**src/rtl/signed_divider_if.sv**
```systemverilog
// Handshake and data bundle for the sequential signed divider.
// The requester drives start and the operands; the divider returns
// status, the result pair and the exception flags.
interface signed_divider_if #(
    parameter int WORD_LENGTH = 16
);
    logic                          start;
    logic signed [WORD_LENGTH-1:0] dividend;
    logic signed [WORD_LENGTH-1:0] divisor;
    logic                          busy;
    logic                          done;
    logic signed [WORD_LENGTH-1:0] quotient;
    logic signed [WORD_LENGTH-1:0] remainder;
    logic                          div_by_zero;
    logic                          overflow;

    modport master (
        output start, dividend, divisor,
        input  busy, done, quotient, remainder, div_by_zero, overflow
    );

    modport slave (
        input  start, dividend, divisor,
        output busy, done, quotient, remainder, div_by_zero, overflow
    );
endinterface

```
**src/rtl/signed_divider.sv**
```systemverilog
// Sequential two's-complement divider: one restoring step per cycle on
// operand magnitudes, signs reapplied at the end. Quotient truncates toward
// zero and the remainder carries the dividend's sign. Divide-by-zero and the
// single overflowing case (most-negative / -1) bypass the iteration.
module signed_divider #(
    parameter int WORD_LENGTH = 16
) (
    input  logic           clk,
    input  logic           reset,
    signed_divider_if.slave bus
);
    localparam int W     = WORD_LENGTH;
    localparam int CNT_W = $clog2(WORD_LENGTH);

    localparam logic [CNT_W-1:0]    LAST_ITER = CNT_W'(WORD_LENGTH - 1);
    localparam logic [W-1:0]        ONE       = W'(1);
    localparam logic signed [W-1:0] MOST_NEG  = {1'b1, {(W-1){1'b0}}};
    localparam logic signed [W-1:0] MINUS_ONE = '1;

    typedef enum logic [2:0] {
        IDLE,
        LOAD,
        DIVIDE,
        FIX_SIGN,
        DONE
    } state_t;

    state_t state;
    state_t state_next;

    // Unsigned magnitude; the most-negative value maps to 2^(W-1) exactly
    // because the result is read as unsigned.
    function automatic logic [W-1:0] magnitude(input logic signed [W-1:0] value);
        magnitude = value[W-1] ? (~value + ONE) : value;
    endfunction

    // Two's-complement negate when requested; zero stays zero.
    function automatic logic [W-1:0] apply_sign(input logic [W-1:0] mag, input logic neg);
        apply_sign = neg ? (~mag + ONE) : mag;
    endfunction

    logic signed [W-1:0] op_dividend;
    logic signed [W-1:0] op_divisor;
    logic                q_sign;
    logic                r_sign;
    logic [W-1:0]        dvd_mag;
    logic [W-1:0]        dvs_mag;
    logic [W-1:0]        q_mag;
    logic [W:0]          part_rem;
    logic [CNT_W-1:0]    iter;
    logic                special_dbz;
    logic                special_ovf;

    logic signed [W-1:0] quotient_reg;
    logic signed [W-1:0] remainder_reg;
    logic                dbz_reg;
    logic                ovf_reg;

    logic                busy;
    logic                done;

    logic                div_zero_now;
    logic                overflow_now;
    logic [W+1:0]        trial;
    logic [W:0]          diff;
    logic                step_ok;

    assign div_zero_now = (op_divisor == '0);
    assign overflow_now = (op_dividend == MOST_NEG) && (op_divisor == MINUS_ONE);

    // One restoring step: shifted partial remainder with next dividend bit,
    // trial-subtracted by the divisor magnitude.
    always_comb begin
        trial   = {part_rem, dvd_mag[W-1]};
        step_ok = (trial >= {2'b00, dvs_mag});
        diff    = trial[W:0] - {1'b0, dvs_mag};
    end

    // State register.
    always_ff @(posedge clk or negedge reset) begin
        if (!reset) begin
            state <= IDLE;
        end else begin
            state <= state_next;
        end
    end

    // Next-state and status decode. Special cases leave LOAD through the
    // one-cycle finalize slot so every result reaches DONE via the same
    // registered path, with a fixed two-edge latency.
    always_comb begin
        state_next = state;
        busy       = 1'b0;
        done       = 1'b0;
        case (state)
            IDLE: begin
                if (bus.start) begin
                    state_next = LOAD;
                end
            end
            LOAD: begin
                busy = 1'b1;
                if (div_zero_now || overflow_now) begin
                    state_next = FIX_SIGN;
                end else begin
                    state_next = DIVIDE;
                end
            end
            DIVIDE: begin
                busy = 1'b1;
                if (iter == LAST_ITER) begin
                    state_next = FIX_SIGN;
                end
            end
            FIX_SIGN: begin
                busy       = 1'b1;
                state_next = DONE;
            end
            DONE: begin
                done       = 1'b1;
                state_next = IDLE;
            end
            default: begin
                state_next = IDLE;
            end
        endcase
    end

    // Operand capture, magnitude iteration and result registers.
    always_ff @(posedge clk or negedge reset) begin
        if (!reset) begin
            op_dividend   <= '0;
            op_divisor    <= '0;
            q_sign        <= 1'b0;
            r_sign        <= 1'b0;
            dvd_mag       <= '0;
            dvs_mag       <= '0;
            q_mag         <= '0;
            part_rem      <= '0;
            iter          <= '0;
            special_dbz   <= 1'b0;
            special_ovf   <= 1'b0;
            quotient_reg  <= '0;
            remainder_reg <= '0;
            dbz_reg       <= 1'b0;
            ovf_reg       <= 1'b0;
        end else begin
            case (state)
                IDLE: begin
                    if (bus.start) begin
                        op_dividend <= bus.dividend;
                        op_divisor  <= bus.divisor;
                    end
                end
                LOAD: begin
                    q_sign      <= op_dividend[W-1] ^ op_divisor[W-1];
                    r_sign      <= op_dividend[W-1];
                    dvd_mag     <= magnitude(op_dividend);
                    dvs_mag     <= magnitude(op_divisor);
                    q_mag       <= '0;
                    part_rem    <= '0;
                    iter        <= '0;
                    special_dbz <= div_zero_now;
                    special_ovf <= overflow_now && !div_zero_now;
                end
                DIVIDE: begin
                    part_rem <= step_ok ? diff : trial[W:0];
                    dvd_mag  <= {dvd_mag[W-2:0], 1'b0};
                    q_mag    <= {q_mag[W-2:0], step_ok};
                    iter     <= iter + CNT_W'(1);
                end
                FIX_SIGN: begin
                    if (special_dbz) begin
                        quotient_reg  <= '0;
                        remainder_reg <= op_dividend;
                        dbz_reg       <= 1'b1;
                        ovf_reg       <= 1'b0;
                    end else if (special_ovf) begin
                        quotient_reg  <= MOST_NEG;
                        remainder_reg <= '0;
                        dbz_reg       <= 1'b0;
                        ovf_reg       <= 1'b1;
                    end else begin
                        quotient_reg  <= apply_sign(q_mag, q_sign);
                        remainder_reg <= apply_sign(part_rem[W-1:0], r_sign);
                        dbz_reg       <= 1'b0;
                        ovf_reg       <= 1'b0;
                    end
                end
                default: begin
                end
            endcase
        end
    end

    assign bus.busy        = busy;
    assign bus.done        = done;
    assign bus.quotient    = quotient_reg;
    assign bus.remainder   = remainder_reg;
    assign bus.div_by_zero = dbz_reg;
    assign bus.overflow    = ovf_reg;

endmodule

```
**src/flat_wrapper.sv**
```systemverilog
// flat-port wrapper written by rule: the top's interface ports become plain ports
module signed_divider_flat 
#(
    parameter int WORD_LENGTH = 16
)
  (clk, reset, bus_start, bus_dividend, bus_divisor, bus_busy, bus_done, bus_quotient, bus_remainder, bus_div_by_zero, bus_overflow);
  signed_divider_if #(.WORD_LENGTH(WORD_LENGTH)) bus_i ();
  input  logic clk;
  input  logic reset;
  input wire logic [$bits(bus_i.start)-1:0] bus_start;
  input wire logic [$bits(bus_i.dividend)-1:0] bus_dividend;
  input wire logic [$bits(bus_i.divisor)-1:0] bus_divisor;
  output wire logic [$bits(bus_i.busy)-1:0] bus_busy;
  output wire logic [$bits(bus_i.done)-1:0] bus_done;
  output wire logic [$bits(bus_i.quotient)-1:0] bus_quotient;
  output wire logic [$bits(bus_i.remainder)-1:0] bus_remainder;
  output wire logic [$bits(bus_i.div_by_zero)-1:0] bus_div_by_zero;
  output wire logic [$bits(bus_i.overflow)-1:0] bus_overflow;
  assign bus_i.start = bus_start;
  assign bus_i.dividend = bus_dividend;
  assign bus_i.divisor = bus_divisor;
  assign bus_busy = bus_i.busy;
  assign bus_done = bus_i.done;
  assign bus_quotient = bus_i.quotient;
  assign bus_remainder = bus_i.remainder;
  assign bus_div_by_zero = bus_i.div_by_zero;
  assign bus_overflow = bus_i.overflow;
  signed_divider #(.WORD_LENGTH(WORD_LENGTH)) u_core (.clk(clk), .reset(reset), .bus(bus_i));
endmodule
```
**config.mk**
```make
export PLATFORM = sky130hd
export DESIGN_NAME = signed_divider_flat
export DESIGN_NICKNAME = d
export VERILOG_FILES = /design/src/rtl/signed_divider_if.sv /design/src/rtl/signed_divider.sv /design/src/flat_wrapper.sv
export SDC_FILE = /design/constraint.sdc
export NUM_CORES = 1
export LEC_CHECK = 0
export BUFFER_PORTS_ARGS = -buffer_cell sky130_fd_sc_hd__buf_2
export CAP_MARGIN = 5
export CORE_UTILIZATION = 47
export CTS_CLUSTER_DIAMETER = 120
export DETAILED_ROUTE_END_ITERATION = 7
export PLACE_DENSITY = 0.62
export SETUP_SLACK_MARGIN = 0.15
export SLEW_MARGIN = 10
export SYNTH_ARGS = -nofsm -noshare
export SYNTH_HDL_FRONTEND = slang
export SYNTH_SLANG_ARGS = --single-unit
```
**constraint.sdc**
```tcl
create_clock -name clk -period 3.1 [get_ports clk]
set_input_delay 0.62 -clock clk [delete_from_list [all_inputs] [get_ports clk]]
set_output_delay 0.62 -clock clk [all_outputs]
set_load 0.005 [all_outputs]
```
==> results_dict.tcl, run 1 <==
set metrics [dict create \
    outcome "finished, final reports clean" \
    hold_class "input pin to async pin" \
    grt_usage_pct 23.86 \
    async_reset_ff_share_pct 100.0 \
    place_congestion 0.8422 \
    post_cts_buffers 0 \
    vias 6189 \
    cts_sinks 142 \
    grt_pass1_wl_um 31040 \
    finalInstanceArea_um2 8897 \
    nets 904 \
    clkLatencyLatePin_ns 0.42 \
    io_pins 71 \
    route.detailed.drc 0 \
    antenna_found_initial 0 \
    crit_path_end_kind "flop" \
    synth_top_area_share_pct 46.20 \
    area_delta_synth_final_pct 15.68 \
    rsz0062_at_grt "no" \
    cts_tree "built" \
    cts-buffers-inserted 17 \
    cellPowerDensity_nw_per_um2 1276 \
    place_area_um2 8258 \
    critical_path_class "flop to flop" \
    yosysWarningCount 0 \
    h-tree-depth 4 \
    r2r_slack_ns 0.39 \
    worstPathRequired_ns 3.39 \
    num_antenna_cells 0 \
    yosysTopAreaCell "dfrtp_1" \
    synth_area_um2 7691 \
    io_buffer_count 70 \
    ys_seq_area_share_pct 46.20 \
    slew_viol_final 0 \
    num_rows 46 \
    avgSynthCellArea_um2 9.699 \
    setup_viol 0 \
    ir_drop_mv 0.6788 \
    syn_inst 793 \
    dp_hpwl_um 13250 \
    drt-total-wl_um 18680 \
    drive_gt1_share_pct 17.93 \
    clk_pin_slew_ns 0.06 \
    regToRegStartpoint "u_core.dvd_mag[15]" \
    synth_edf_count 0 \
    crit_start "u_core.dvd_mag[15]" \
    skew_ns 0.008575 \
    r2r_cells 11 \
    wire_per_inst_um 17.38 \
    core-area_um2 15940 \
    first_pass_iters 5 \
    crit_fanout 13 \
    relSlewSlack_pct 39.08 \
    p_leak_nw 4.045 \
    die_h_um 129.9 \
    cap_violations 0 \
    initial_core_util_pct 48.24 \
    clockRootBuffer "clkbuf_16" \
    cts_resized 0 \
    reg2reg_to "u_core.part_rem[1]" \
    cp-start-kind "flop" \
    grt_start_max_net_pins 82 \
    hold_violations 0 \
    vias_per_cell 5.757 \
    synth_cell_types 62 \
    post-route-period-util_pct 87.38 \
    drt_iter0_markers 326 \
    crit_arrival_ns 3.00 \
    die_x_um 129.9 \
    holdWs_ns 0.2583 \
    ctsHoldBuffers 0 \
    regMostFlops "u_core.part_rem" \
    min_period_ns 2.709 \
    largest_register_ffs 17 \
    finalSetupTns_ns 0 \
    clockBufferDepth 2 \
    synth_fp_nets 851 \
    design.die.area_um2 16880 \
    worstMarginPinSlew_ns 0.9139 \
    synthFlopType "dfrtp_1" \
    fmax_ghz 0.3692 \
    ant_nets 0 \
    overflow 0 \
    synthTopCellsByArea "dfrtp_1, o21ai_0, xor2_1" \
    grt_pass1_vias 6034 \
    ys_seq_elements 142 \
]
cells in the final DEF (no fill, tap or decap), drive strengths merged, types with 3 or more instances in the layout:
cell,n
a21o,5
a21oi,27
a221o,4
a221oi,4
a22o,15
a22oi,13
a31oi,3
a32oi,8
and2,3
and3,3
buf,83
bufinv,5
clkbuf,21
clkinv,5
dfrtp,142
ha,22
inv,29
mux2,28
mux2i,14
nand2,95
nand2b,7
nand3,12
nand3b,4
nand4,8
nor2,38
nor2b,3
nor3,10
nor4,6
o21ai,91
o21bai,3
o22ai,11
o31a,3
o31ai,19
o41ai,6
or3,11
or4,9
xnor2,19
xor2,47
cell type report:
class                   count  area (µm²)
flip-flops and latches    142        3553
well taps                 216       270.3
multi-input cells         572        3842
fillers                  1432        7046
repair buffers             83       479.2
clock inverters            11       188.9
clock buffers              21       450.4
inverters                  30       112.6
per-stage QoR:
step	instances	setup slack (ns)	util (%)	total power, mW
6_report	1075	0.3912	55.81	11.35
3_3_place_gp	1043	0.4600	51.80	8.926
2_1_floorplan	793	0.3854	-	7.530
4_1_cts	1075	0.3783	55.81	11.41
5_1_grt	1075	0.1582	55.81	12.31
3_5_place_dp	1043	0.4077	51.80	9.144
cell usage after synthesis, types with 3 or more instances:
library cell / n
inv_1: 29
buf_1: 3
dfrtp_1: 142
or4_1: 6
nor3_1: 10
or4_4: 3
o41ai_1: 6
or3_1: 9
a221oi_1: 4
ha_1: 22
o21bai_1: 3
mux2i_1: 14
a22o_1: 15
nor4_1: 6
o31ai_1: 19
nand2_1: 95
and2_1: 3
nor2b_1: 3
o21ai_1: 3
nand3_1: 11
a21o_1: 5
xor2_1: 47
mux2_2: 28
and3_1: 3
o31a_1: 3
a32oi_1: 8
xnor2_1: 19
o22ai_1: 11
nor2_1: 38
a22oi_1: 13
clkbuf_1: 43
a221o_1: 4
nand3b_1: 4
nand2b_1: 7
a21oi_1: 27
nand4_1: 8
o21ai_0: 88
critical path, stage by stage (launching register included):
cell	delay, ns
dfrtp_1	0.38
inv_1	0.08
ha_1	0.16
inv_1	0.06
fa_1	0.40
a21o_1	0.22
a311oi_1	0.33
o21ai_1	0.21
a31oi_4	0.27
buf_12	0.18
mux2i_1	0.19
o22ai_1	0.10
how the worst max path moves through the flow:
| stage | endpoint | depth (start not counted) |
|---|---|---|
| final | u_core.part_rem[1] | 11 |
| after detailed placement | u_core.part_rem[4] | 11 |
| after floorplan | u_core.part_rem[1] | 11 |
| after global routing | u_core.part_rem[4] | 11 |
| after CTS | u_core.part_rem[4] | 11 |
| after global placement | u_core.part_rem[1] | 11 |
routing by layer:
metal / GRT usage [%] / vias to the layer above / wire length (µm)
met1: 32.02 / 3040 / 8426
met2: 39.07 / 159 / 9126
met5: 0 / - / 0
li1: - / 2971 / -
met4: 6.224 / 0 / 276
met3: 5.371 / 19 / 853
report_power, final:
group	total (mW)	internal [mW]	switching, mW
clock	2.23	1.45	0.780
combinational	5.42	2.43	2.99
sequential	3.71	2.68	1.03
total	11.3	6.55	4.80
logic make-up (layout without fill, tap and decap cells):
kind of cell               Yosys count  in the layout  synth area share, %
adders and majority gates           23             23                3.839
muxes                               42             42                5.921
buffers and inverters               79            145                3.937
AOI/OAI and AO/OA                  225            225                18.95
DFF                                142            142                46.20
xor gates and xnor gates            66             66                7.516
and+or+nand+nor                    216            216                13.63
Power figures use the tool's default switching activity.
==> inputs of run 2 (changes only) <==
--- a/config.mk
+++ b/config.mk
@@ -5,8 +5,9 @@
 export SDC_FILE = /design/constraint.sdc
 export NUM_CORES = 1
 export LEC_CHECK = 0
-export BUFFER_PORTS_ARGS = -buffer_cell sky130_fd_sc_hd__buf_2
+export BUFFER_PORTS_ARGS = -buffer_cell sky130_fd_sc_hd__buf_4
 export CAP_MARGIN = 5
+export CORE_MARGIN = 1
 export CORE_UTILIZATION = 47
 export CTS_CLUSTER_DIAMETER = 120
 export DETAILED_ROUTE_END_ITERATION = 7
==> results_dict.tcl, run 2 (synthesized netlist as in run 1, its figures left out) <==
set metrics [dict create \
    fmax_ghz 0.3642 \
    nets 907 \
    final_cells 1076 \
    place_congestion 0.8780 \
    ctsHoldBuffers 0 \
    overflow 0 \
    cts_sinks 142 \
    setup_viol 0 \
    finalInstanceArea_um2 9061 \
    cap_violations 0 \
    crit_fanout 14 \
    drt_iter0_markers 392 \
    slew_viol_final 0 \
    wire_per_inst_um 17.38 \
    h-tree-depth 4 \
    hold_class "input pin to async pin" \
    mostFrequentLayoutCell "dfrtp_1" \
    die_h_um 129.9 \
    vias_per_cell 5.789 \
    skew_ns 0.009738 \
    vias 6229 \
    ant_nets 0 \
    hold_violations 0 \
    post-route-period-util_pct 88.58 \
    clockRootBuffer "clkbuf_16" \
    io_pins 71 \
    critical_path_class "flop to flop" \
    drt-total-wl_um 18700 \
    fillers 1435 \
    clk_pin_slew_ns 0.06 \
    largest_register_ffs 17 \
    r2r_cells 11 \
    fin_util_pct 56.84 \
    route.detailed.drc 0 \
    antenna_found_initial 0 \
    drive_gt1_share_pct 18.49 \
    finalSetupTns_ns 0 \
    core-area_um2 15940 \
    io_buffer_count 70 \
    cp-start-kind "flop" \
    cts_resized 0 \
    regToRegStartpoint "u_core.dvd_mag[15]" \
    r2r_slack_ns 0.35 \
    grt_pass1_vias 6060 \
    grt_usage_pct 23.82 \
    outcome "finished, final reports clean" \
    rsz0062_at_grt "no" \
    worstMarginPinSlew_ns 0.8514 \
    cellPowerDensity_nw_per_um2 1259 \
    initial_core_util_pct 48.24 \
    dpl.cell_count 1046 \
    post_cts_buffers 0 \
    power_mw 11.41 \
    clockBufferDepth 2 \
    design.die.area_um2 16880 \
    cts_tree "built" \
    dp_hpwl_um 13210 \
    min_period_ns 2.746 \
    regMostFlops "u_core.part_rem" \
    clkLatencyLatePin_ns 0.42 \
    crit_path_end_kind "flop" \
    mostFrequentLayoutCells "dfrtp_1, nand2_1, o21ai_0, buf_4, xor2_1" \
    first_pass_iters 4 \
    p_leak_nw 4.095 \
    relSlewSlack_pct 43.18 \
    worstPathRequired_ns 3.39 \
    num_rows 46 \
    ir_drop_mv 0.6106 \
    area_delta_synth_final_pct 17.81 \
    grt_pass1_wl_um 30840 \
    num_antenna_cells 0 \
    reg2reg_to "u_core.part_rem[1]" \
    die_x_um 129.9 \
    place_area_um2 8441 \
    cts-buffers-inserted 17 \
    crit_arrival_ns 3.04 \
    grt_start_max_net_pins 52 \
]
[run 2: layer usage]
layer | wire, µm | vias to the layer above | GRT usage (%)
li1 | - | 2963 | -
met1 | 8579 | 3068 | 31.49
met2 | 9013 | 171 | 39.04
met3 | 771 | 27 | 4.469
met4 | 333 | 0 | 8.824
met5 | 0 | - | 0
[run 2: how the worst max path moves through the flow]
stage / depth (start not counted) / slack (ns) / to / from
2_1_floorplan: 11 / 0.39 / u_core.part_rem[1] / u_core.dvd_mag[15]
3_3_place_gp: 11 / 0.37 / u_core.part_rem[1] / u_core.dvd_mag[15]
3_5_place_dp: 11 / 0.26 / u_core.part_rem[1] / u_core.dvd_mag[15]
4_1_cts: 11 / 0.23 / u_core.part_rem[1] / u_core.dvd_mag[15]
5_1_grt: 11 / 0.19 / u_core.part_rem[2] / u_core.dvd_mag[15]
6_report: 11 / 0.35 / u_core.part_rem[1] / u_core.dvd_mag[15]
[run 2: area by class of cell]
class	count	area, µm²	area share [%]
clock buffers	21	470.5	5.192
clock inverters	9	133.9	1.477
inverters	30	112.6	1.243
multi-input cells	572	3855	42.54
flip-flops and latches	142	3553	39.22
well taps	216	270.3	2.983
repair buffers	86	665.6	7.346
[run 2: stage by stage]
step | hold slack (ns) | setup WS, ns
3_5_place_dp | 0.4722 | 0.2646
6_report | 0.1553 | 0.3541
2_1_floorplan | 0.3244 | 0.3854
5_1_grt | 0.1844 | 0.1868
4_1_cts | 0.1692 | 0.2265
3_3_place_gp | 0.4597 | 0.3654
[run 2: worst max-delay path, cell delays in order (launching register included)]
cell	delay, ns
dfrtp_1	0.38
inv_1	0.07
ha_1	0.16
inv_1	0.06
fa_1	0.40
a21o_1	0.22
a311oi_2	0.32
o21ai_1	0.20
a31oi_4	0.28
buf_6	0.21
mux2i_1	0.21
o22ai_1	0.10
[run 2: where the power goes]
part	internal, mW	switching, mW
clock	1.32	0.788
combinational	2.56	3.00
sequential	2.67	1.07
==> inputs of run 3 (changes only) <==
==> constraint.sdc (replaced) <==
create_clock -name clk -period 2.66 [get_ports clk]
set_input_delay 0.532 -clock clk [delete_from_list [all_inputs] [get_ports clk]]
set_output_delay 0.532 -clock clk [all_outputs]
set_load 0.005 [all_outputs]
==> results_dict.tcl, run 3 (synthesized netlist as in run 1, its figures left out) <==
set metrics [dict create \
    crit_fanout 4 \
    finalSetupTns_ns 0 \
    reg2reg_to "u_core.part_rem[4]" \
    nets 933 \
    slowest_delay_ns 0.39 \
    ant_nets 0 \
    num_antenna_cells 0 \
    largest_register_ffs 17 \
    finalInstanceArea_um2 9378 \
    regToRegStartpoint "u_core.dvd_mag[15]" \
    dpl.cell_count 1063 \
    clockBufferDepth 2 \
    cp-start-kind "flop" \
    relSlewSlack_pct 49.02 \
    r2r_cells 11 \
    cp_top_family "compound AO/OA/AOI/OAI gates" \
    first_pass_iters 5 \
    clk_pin_slew_ns 0.06 \
    skew_ns 0.007832 \
    place_area_um2 8603 \
    rsz0062_at_grt "yes" \
    dp_hpwl_um 13210 \
    crit_path_end_kind "flop" \
    final_cells 1104 \
    wire_per_inst_um 16.91 \
    worstPathBufferInverterCount 3 \
    slew_viol_final 0 \
    grt_usage_pct 23.45 \
    crit_top_cell "inv_2" \
    cts-buffers-inserted 17 \
    hold_violations 0 \
    hp-start "bus_dividend[1]" \
    grt_start_max_net_pins 61 \
    place_congestion 0.8677 \
    grt_pass1_vias 5962 \
    cts_tree "built" \
    overflow 0 \
    min_period_ns 2.583 \
    clockRootBuffer "clkbuf_16" \
    drt_iter0_markers 319 \
    hold_path_end "u_core.op_dividend[1]" \
    io_buffer_count 70 \
    h-tree-depth 4 \
    fmax_ghz 0.3871 \
    grt_pass1_wl_um 30420 \
    cellPowerDensity_nw_per_um2 1476 \
    mostFrequentLayoutCell "dfrtp_1" \
    vias_per_cell 5.610 \
    area_delta_synth_final_pct 21.93 \
    setup_viol 0 \
    route.detailed.drc 0 \
    worstMarginPinSlew_ns 0.7568 \
    drt-total-wl_um 18670 \
    outcome "finished, final reports clean" \
    ir_drop_mv 0.5579 \
    worstPathRequired_ns 2.96 \
    antenna_found_initial 0 \
    drive_gt1_share_pct 22.30 \
    path_cells "inv_2 -> ha_4 -> inv_2 -> fa_2 -> a21o_1 -> a311oi_2 -> o21ai_4 -> a31oi_4 -> clkbuf_16 -> mux2i_1 -> o21ai_1" \
    io_pins 71 \
    r2r_slack_ns 0.08 \
    clkLatencyLatePin_ns 0.43 \
    die_h_um 129.9 \
    cp_slowest_cell "dfrtp_1" \
    cts_sinks 142 \
    cap_violations 0 \
    worstHoldPathCells 3 \
    post-route-period-util_pct 97.11 \
    design.die.area_um2 16880 \
    hold_class "input pin to flop" \
    p_leak_nw 4.249 \
    critical_path_class "flop to flop" \
    die_x_um 129.9 \
    mostFrequentLayoutCells "dfrtp_1, buf_4, nand2_1, o21ai_0, xor2_1" \
    core-area_um2 15940 \
    regMostFlops "u_core.part_rem" \
    crit_arrival_ns 2.89 \
    vias 6193 \
    num_rows 46 \
    initial_core_util_pct 48.24 \
]
## run 3: where the power goes
part	internal [mW]	switching (mW)
Clock	1.40	0.969
Sequential	3.12	1.05
Combinational	3.46	3.85
## run 3: through the flow
stage	total power, mW	util, %	setup WS [ns]	hold WS, ns
after CTS	13.44	57.76	0.1371	0.2974
after floorplan	8.820	-	0.1432	0.2364
after global routing	14.93	58.82	0.007699	0.3148
after detailed placement	11.00	53.96	0.05687	0.4408
after global placement	10.75	53.96	0.1422	0.4373
final	13.85	58.82	0.07697	0.3051
## run 3: metal layers
layer	part of all wire [%]	vias up	routed length, µm	track usage, %
li1	-	3017	-	-
met1	46	3022	8594	31.58
met2	49	132	9079	38.25
met3	3.6	22	678	4.756
met4	1.7	0	322	6.977
met5	0	-	0	0
## run 3: what timing repair did
item | 4_1_cts | 5_1_grt
pin swaps | 1 | 13
setup buffers | 0 | 5
endpoints found under the setup margin | 10 | 18
resized for setup | 1 | 19
hold buffers | 1 | 0
hold endpoints to repair | 27 | 0
gates cloned | 0 | 3
## run 3: area by class of cell
type / instances / area, µm²
fillers: 1394 / 6565
inverters: 30 / 112.6
repair buffers: 112 / 930.9
well taps: 216 / 270.3
clock inverters: 14 / 160.2
flip-flops and latches: 142 / 3555
clock buffers: 18 / 429.2
multi-input cells: 572 / 3920
## run 3: tightest hold or removal path: stages
cell and delay [ns]:
buf_4 0.08, nand2_1 0.03, o21ai_0 0.05
## run 3: worst max path at each step
stage | cells after the start | startpoint | to
floorplan | 11 | u_core.dvd_mag[15] | u_core.part_rem[1]
global placement | 11 | u_core.dvd_mag[15] | u_core.part_rem[1]
detailed placement | 11 | u_core.dvd_mag[15] | u_core.part_rem[2]
CTS | 11 | u_core.dvd_mag[15] | u_core.part_rem[2]
global route | 11 | u_core.dvd_mag[15] | u_core.part_rem[7]
finish | 11 | u_core.dvd_mag[15] | u_core.part_rem[4]
